===== config.mk =====
export PLATFORM = sky130hd
export DESIGN_NAME = path_tracer
export DESIGN_NICKNAME = d
export VERILOG_FILES = /design/src/rtl/path_tracer_pkg.sv /design/src/rtl/path_tracer.sv
export SDC_FILE = /design/constraint.sdc
export NUM_CORES = 1
export LEC_CHECK = 0
export CELL_PAD_IN_SITES_DETAIL_PLACEMENT = 1
export CELL_PAD_IN_SITES_GLOBAL_PLACEMENT = 2
export CORE_ASPECT_RATIO = 1.5
export CORE_MARGIN = 2
export CORE_UTILIZATION = 24
export DETAILED_ROUTE_END_ITERATION = 10
export PLACE_DENSITY_LB_ADDON = 0.15
export SYNTH_ARGS = -nofsm -noshare
export SYNTH_HDL_FRONTEND = slang
export SYNTH_SLANG_ARGS = --single-unit

===== constraint.sdc =====
create_clock -name clock -period 3.4 [get_ports clock]
set_input_delay 0.68 -clock clock [delete_from_list [all_inputs] [get_ports clock]]
set_output_delay 0.68 -clock clock [all_outputs]
set_load 0.05 [all_outputs]

===== src/rtl/path_tracer_pkg.sv =====
// -----------------------------------------------------------------------------
// path_tracer_pkg
//   Shared constants and types for the path tracer.
//   - DEFAULT_MAX_NODES / DEFAULT_INDEX_WIDTH : default sizing of the prev store
//   - tracer_state_t                          : controller state encoding
// -----------------------------------------------------------------------------
package path_tracer_pkg;

  localparam int DEFAULT_MAX_NODES   = 8;
  localparam int DEFAULT_INDEX_WIDTH = 4;

  typedef enum logic [1:0] {
    IDLE = 2'd0,
    EMIT = 2'd1,
    FIN  = 2'd2
  } tracer_state_t;

endpackage


===== src/rtl/path_tracer.sv =====
// -----------------------------------------------------------------------------
// path_tracer
//   Walks the predecessor vector left behind by a Dijkstra run, starting at a
//   requested destination and following prev[] links back to the source. The
//   path is emitted one node per beat on a valid/ready stream, destination
//   first and source last. The prev store is only read, never written.
//
// Ports
//   clock                  in   single clock, all state on posedge
//   reset                  in   synchronous, active-high
//   start                  in   request a trace (accepted only when idle)
//   source                 in   path origin node
//   dest                   in   path end node (emitted first)
//   number_of_nodes        in   active node count
//   prev_vector_flattened  in   entry j at [INDEX_WIDTH*j +: INDEX_WIDTH]
//   busy                   out  high while beats are being emitted
//   path_node              out  current path node
//   path_valid             out  path_node is valid
//   path_ready             in   consumer accepts beat when valid & ready
//   path_last              out  beat carries the source node
//   path_length            out  nodes emitted so far this trace
//   done                   out  one-cycle pulse at trace end
//   error                  out  qualified by done: unreachable/loop/bad index
// -----------------------------------------------------------------------------
module path_tracer
  import path_tracer_pkg::*;
#(
  parameter int MAX_NODES   = DEFAULT_MAX_NODES,
  parameter int INDEX_WIDTH = DEFAULT_INDEX_WIDTH
) (
  input  logic                             clock,
  input  logic                             reset,
  input  logic                             start,
  input  logic [INDEX_WIDTH-1:0]           source,
  input  logic [INDEX_WIDTH-1:0]           dest,
  input  logic [INDEX_WIDTH-1:0]           number_of_nodes,
  input  logic [INDEX_WIDTH*MAX_NODES-1:0] prev_vector_flattened,
  output logic                             busy,
  output logic [INDEX_WIDTH-1:0]           path_node,
  output logic                             path_valid,
  input  logic                             path_ready,
  output logic                             path_last,
  output logic [INDEX_WIDTH:0]             path_length,
  output logic                             done,
  output logic                             error
);

  // Code written by the store for a node that was never reached.
  localparam logic [INDEX_WIDTH-1:0] UNVISITED = {INDEX_WIDTH{1'b1}};
  // Physical capacity of the prev vector, widened so MAX_NODES = 2^W fits.
  localparam logic [INDEX_WIDTH:0]   CAPACITY  = MAX_NODES[INDEX_WIDTH:0];

  tracer_state_t          state_reg, state_next;
  logic [INDEX_WIDTH-1:0] cur_reg, cur_next;
  logic [INDEX_WIDTH-1:0] source_reg, source_next;
  logic [INDEX_WIDTH:0]   hops_reg, hops_next;
  logic [INDEX_WIDTH:0]   length_reg, length_next;
  logic                   err_reg, err_next;

  logic [INDEX_WIDTH-1:0] prev_entry;
  logic [INDEX_WIDTH:0]   hops_plus1;
  logic                   handshake;

  // An index is usable only if it names an active node that also exists in
  // the physical prev vector.
  function automatic logic index_in_range(input logic [INDEX_WIDTH-1:0] idx,
                                          input logic [INDEX_WIDTH-1:0] n);
    return (idx < n) && ({1'b0, idx} < CAPACITY);
  endfunction

  // cur_reg is only used as an index while in EMIT, where it is always in range.
  assign prev_entry = prev_vector_flattened[INDEX_WIDTH*cur_reg +: INDEX_WIDTH];
  assign hops_plus1 = hops_reg + 1'b1;
  assign handshake  = (state_reg == EMIT) && path_ready;

  always_ff @(posedge clock) begin
    if (reset) begin
      state_reg  <= IDLE;
      cur_reg    <= '0;
      source_reg <= '0;
      hops_reg   <= '0;
      length_reg <= '0;
      err_reg    <= 1'b0;
    end else begin
      state_reg  <= state_next;
      cur_reg    <= cur_next;
      source_reg <= source_next;
      hops_reg   <= hops_next;
      length_reg <= length_next;
      err_reg    <= err_next;
    end
  end

  always_comb begin
    state_next  = state_reg;
    cur_next    = cur_reg;
    source_next = source_reg;
    hops_next   = hops_reg;
    length_next = length_reg;
    err_next    = err_reg;

    unique case (state_reg)
      IDLE: begin
        if (start) begin
          source_next = source;
          cur_next    = dest;
          hops_next   = '0;
          length_next = '0;
          if (!index_in_range(dest, number_of_nodes) ||
              !index_in_range(source, number_of_nodes)) begin
            state_next = FIN;
            err_next   = 1'b1;
          end else begin
            state_next = EMIT;
            err_next   = 1'b0;
          end
        end
      end

      EMIT: begin
        if (handshake) begin
          hops_next   = hops_plus1;
          length_next = hops_plus1;
          if (cur_reg == source_reg) begin
            state_next = FIN;
            err_next   = 1'b0;
          end else if (prev_entry == UNVISITED ||
                       !index_in_range(prev_entry, number_of_nodes)) begin
            state_next = FIN;
            err_next   = 1'b1;
          end else if (hops_plus1 == {1'b0, number_of_nodes}) begin
            // A legal path visits each node at most once, so N beats
            // without reaching the source means the prev links loop.
            state_next = FIN;
            err_next   = 1'b1;
          end else begin
            cur_next = prev_entry;
          end
        end
      end

      FIN: begin
        state_next = IDLE;
      end

      default: begin
        state_next = IDLE;
      end
    endcase
  end

  // All outputs decode from registered state, so path_valid rises the cycle
  // after start and the beat stays stable while the consumer stalls.
  assign busy        = (state_reg == EMIT);
  assign path_valid  = (state_reg == EMIT);
  assign path_node   = cur_reg;
  assign path_last   = (state_reg == EMIT) && (cur_reg == source_reg);
  assign path_length = length_reg;
  assign done        = (state_reg == FIN);
  assign error       = (state_reg == FIN) && err_reg;

endmodule


# ---- Word-level counts from Yosys, hierarchy flattened
# Index checks and enable logic that the tools add are counted.
dict set report word_totals {
  reg_bits 16
  in_bits 48
  out_inout_bits 14
  elab_cells 65
}
dict set report classes {
  addsub 1
  order_cmp 6
  n_eq_ne 11
  n_shift 1
  n_mux 23
  reduce_logical 18
}
# op count
set op_table {}
lappend op_table {{$shiftx 32x7->4} 1}
lappend op_table {{$mux 4} 5}
lappend op_table {{$lt 4x4->1} 3}
lappend op_table {{$lt 4x4->1 const B} 3}
lappend op_table {{$mux 2} 6}
lappend op_table {{$mux 5} 2}
lappend op_table {{$pmux 5 s2} 1}
lappend op_table {{$ne 2x2->1 const B} 4}
lappend op_table {{$pmux 4 s2} 1}
lappend op_table {{$logic_and 1x1->1} 6}
lappend op_table {{$mux 1} 6}
lappend op_table {{$reduce_and 3->1} 2}
lappend op_table {{$reduce_and 6->1} 1}
lappend op_table {{$add 5x1->5 const B} 1}
lappend op_table {{$eq 5x4->1} 1}
lappend op_table {{$eq 4x4->1} 1}
lappend op_table {{$eq 4x4->1 const B} 1}
lappend op_table {{$ne 4x1->1 const B} 1}
lappend op_table {{$pmux 2 s2} 1}
lappend op_table {{$reduce_and 4->1} 1}
lappend op_table {{$logic_not 1->1} 3}
lappend op_table {{$eq 2x1->1 const B} 1}
lappend op_table {{$eq 2x2->1 const B} 1}
lappend op_table {{$logic_not 2->1} 1}
lappend op_table {{other kinds (5)} 6}

# ---- Logic depth before layout (Yosys ltp)
dict set report depth {
  depth_word 9
  ltp_mapped 12
  mapped_depth_nobuf 10
}

# ---- Worst setup path before layout
# OpenSTA, ideal clock, no wires.
dict set report synth_path {
  path_type {register to register}
  startpoint {register cur_reg[1] (netlist: path_node[1])}
  endpoint {register cur_reg[3] (netlist: path_node[3])}
  setup_ns 0.091
  arrival_time_ns 2.889
  t_required_ns 3.309
  slack_ns 0.420
  stages_incl_launch_ff 11
  n_path_buf 0
  synth_period_minus_slack_ns 2.980
  path_cell_list {dfxtp_1 -> mux4_1 -> o22ai_1 -> nor3_1 -> ha_1 -> or2b_1 -> a21oi_1 -> a311oi_4 -> a31o_4 -> a21oi_1 -> a311oi_1}
}
dict set report synth_via {
  elab_chain_cells 7
  word_cells_on_any_way 16
  classes_between {order compare: 2; eq/ne: 4; shift: 1; mux: 5; reduce/logical: 4}
}
# element line
set synth_rtl {}
lappend synth_rtl {{start, declared} path_tracer.sv:54} ;# logic [INDEX_WIDTH-1:0] cur_reg, cur_next;
lappend synth_rtl {{start signal, assigned} path_tracer.sv:86} ;# cur_reg <= cur_next;
lappend synth_rtl {{$shiftx 32x7->4} path_tracer.sv:72} ;# assign prev_entry = prev_vector_flattened[INDEX_WIDTH*cur_reg +: INDEX_WIDTH];
lappend synth_rtl {{$lt 4x4->1} path_tracer.sv:68} ;# return (idx < n) && ({1'b0, idx} < CAPACITY);
lappend synth_rtl {{$logic_and 1x1->1} path_tracer.sv:68}
lappend synth_rtl {{$logic_not 1->1} path_tracer.sv:128} ;# !index_in_range(prev_entry, number_of_nodes)) begin
lappend synth_rtl {{$logic_or 1x1->1} path_tracer.sv:127} ;# end else if (prev_entry == UNVISITED ||
lappend synth_rtl {{$ne 2x2->1 (no line)} --}
lappend synth_rtl {{$reduce_and 6->1 (no line)} --}
# Parallel ways exist; a longest one is shown, timed or not. The select of a mux whose other input is x is not followed.
# A chain may end at the register's enable or synchronous reset.

# ---- Final worst setup path
dict set report layout_path {
  startpoint {input prev_vector_flattened[9]}
  endpoint {register cur_reg[3] (netlist: path_node[3])}
}
dict set report layout_via {
  elab_chain_cells 7
  word_cells_on_any_way 9
  classes_between {order compare: 2; eq/ne: 2; shift: 1; reduce/logical: 4}
}
# element line
set layout_rtl {}
lappend layout_rtl {{start, declared} path_tracer.sv:37} ;# input logic [INDEX_WIDTH*MAX_NODES-1:0] prev_vector_flattened,
lappend layout_rtl {{$shiftx 32x7->4 *} path_tracer.sv:72}
lappend layout_rtl {{$lt 4x4->1} path_tracer.sv:68}
lappend layout_rtl {{$logic_and 1x1->1} path_tracer.sv:68}
lappend layout_rtl {{$logic_not 1->1} path_tracer.sv:128}
lappend layout_rtl {{$logic_or 1x1->1 *} path_tracer.sv:127}
lappend layout_rtl {{$ne 2x2->1 (no line) *} --}
lappend layout_rtl {{$reduce_and 6->1 (no line) *} --}
# Mark *: on every way between the ends. The rest lies on a longest branch, timed or not.

==> impl_metrics.ini <==
[timing]
fmax_ghz = 0.320
skew_ns = 0.00699
worst_pin_slew_ns = 0.753
fin_crit_ns = 3.12
layout_setup_ws_ns = 0.276
slew_headroom_pct = 49.6
period_share_pct = 91.9
hold_viol = 0
finalMaxSlewViolations = 0
setup_viol = 0
rsz0062_at_grt = no

[critical_path]
cp-end-kind = flip-flop
cp-endpoint = path_node[3]
cp.depth = 11
rrSetupSlack_ns = 0.46
crit_chain = clkdlybuf4s50_1 > mux4_1 > o22ai_1 > nor3_1 > ha_1 > or2b_1 > a21oi_1 > a311oi_4 > a31o_4 > a21oi_1 > a311oi_1
reg2regPathDepth = 10
crit_start = prev_vector_flattened[9]
cpLargestDelayFamily = compound AO/OA/AOI/OAI gates
critical-path-slowest-cell = mux4_1
critPathKind = in2reg
crit_path_start_kind = primary input
cp_num_buf_inv = 1
crit_required_ns = 3.56
max_stage_delay_ns = 0.51
crit_arrival_ns = 3.29
r2r_start = path_node[1]
crit_path_max_fanout = 8
cp_common_cell = a21oi_1
timing.rr.end = path_node[3]

[cts]
path_clk_slew_ns = 0.08
root_buffer = clkbuf_8
cts_resized = 0
post-cts-setup-buffers = 0
cts.sinks = 16
cts_made_buffers = 3
insertion_delay_ns = 0.26
hold_buffers = 0
cts_buffer_depth = 2
cts_tree = yes
htreeDepth = 1

[global_routing]
grt_max_degree = 20
grt_pass1_vias = 1723
grtUsageTotal_pct = 15.4
gr-total-overflow = 0
antenna_found_initial = 0
grt_pass1_wl_microns = 8540

[drt]
ant_nets = 0
dr.pass1.iters = 4
viasPerCell = 5.13
totalWireLength_microns = 5230
remaining_drc_errors = 0
vias = 1596
drt_iter0_markers = 26
avgRoutedWirePerCell_microns = 16.8

[synthesis]
synth_edf_count = 0
ys_ff_latch = 16
yosys_warnings = 0
synth-main-ff-cell = dfxtp_1
syn-cell-area_sq_um = 1530
syn_inst = 175
synth.avg_cell_area_sq_um = 8.74
seq_area_frac_synth_pct = 20.9
syn-num-nets = 233
synth-async-reset-ratio_pct = 0
yosys.cell_types.count = 53

[floorplan]
start_util_pct = 24.8
die_w_microns = 69.2
core-area_sq_um = 6170
ios = 62
dieArea_sq_um = 7040
dieHeight_microns = 102
rows = 35

[flow_run]
drv_cap = 0

[layout]
diodes = 0
final_common_cell = clkdlybuf4s50_1
drive_gt1_share_pct = 11.0
final_cells = 311
fin_util_pct = 36.4
seq_area_sq_um = 320
most-common-layout-cells = clkdlybuf4s50_1, a21oi_1, dfxtp_1
fillers = 743
final_cell_area_sq_um = 2240
multi_input_area_sq_um = 1090
area_growth_pct = 46.8
nNetsFinal = 296
largest_reg_flops = 5

[pwr]
total_power_mw = 0.697
ir_drop_mv = 0.0970
p_leak_nw = 0.828
p_per_area_nw_per_um2 = 310

[placed_design]
place_area_sq_um = 2190
hpwl_microns = 4250
io_buffers = 61
placed_cells = 307
dp_slack_ns = -0.0113
gp_congestion = 0.766

[outcome]
status = finished clean

[worst_hold_path]
hold_class = reg2reg
## Yosys cell counts (2+ instances only)
library cell	count	area (sq um)
a21oi_1	19	95.1
dfxtp_1	16	320
o21ai_0	13	65.1
nor2_1	11	41.3
ha_1	10	125
mux2i_1	8	80.1
nand2_1	8	30.0
xnor2_1	7	61.3
nor2b_1	6	37.5
inv_1	5	18.8
nand2b_1	5	31.3
a311oi_1	4	35.0
nand3_1	4	20.0
nor3_1	4	20.0
and3_1	3	18.8
buf_6	3	33.8
clkbuf_8	3	41.3
mux2_2	3	33.8
a211oi_1	2	15.0
and3_2	2	15.0
clkbuf_1	2	7.51
mux4_2	2	45.0
nand3b_1	2	15.0
o22ai_1	2	12.5
or3_1	2	12.5
xor2_1	2	17.5
## layer usage
| metal | part of all wire (%) | up-vias | global-route usage (%) |
|---|---|---|---|
| li1 | - | 786 | - |
| met1 | 41 | 760 | 16.5 |
| met2 | 54 | 48 | 31.1 |
| met3 | 4.3 | 2 | 2.29 |
| met4 | 0.80 | 0 | 3.62 |
| met5 | 0 | - | 0 |
## final cells by class
cell class	count	share of cell area [%]
repair buffers	68	29.5
multi-input cells	144	48.8
well taps	74	4.12
flip-flops and latches	16	14.3
clock buffers	4	2.45
inverters	5	0.836
## stage by stage
| stage | setup TNS, ns | hold slack (ns) |
|---|---|---|
| finish | 0 | 0.496 |
| floorplan | 0 | 0.466 |
| global placement | 0 | 0.480 |
| CTS | 0 | 0.500 |
| global route | 0 | 0.533 |
| detailed placement | -0.0326 | 0.490 |
## power by group
group          total [mW]  switching [mW]  internal [mW]
combinational       0.296           0.141          0.154
sequential          0.219          0.0194          0.200
clock               0.182          0.0787          0.103
## worst register-to-register path, cell delays in order, from the launching register on
cell      delay [ns]
dfxtp_1         0.53
mux4_1          0.61
o22ai_1         0.18
nor3_1          0.09
ha_1            0.30
or2b_1          0.15
a21oi_1         0.08
a311oi_4        0.32
a31o_4          0.25
a21oi_1         0.08
a311oi_1        0.25
## worst min-delay path by stage
stage             startpoint             to  cells past startpoint
6_report       source_reg[3]  source_reg[3]                      2
5_1_grt        source_reg[1]  source_reg[1]                      2
4_1_cts        source_reg[3]  source_reg[3]                      2
3_5_place_dp   source_reg[3]  source_reg[3]                      2
3_3_place_gp   source_reg[2]  source_reg[2]                      2
2_1_floorplan  source_reg[2]  source_reg[2]                      2
## kinds of logic after synthesis
group	count (synthesis)	synth area share, %
simple gates	58	22.0
compound gates	53	24.1
flops	16	20.9
buf+inv	15	7.45
mux	14	12.1
fa+ha+maj	10	8.18
xor+xnor	9	5.16
Power figures use the tool's default switching activity.
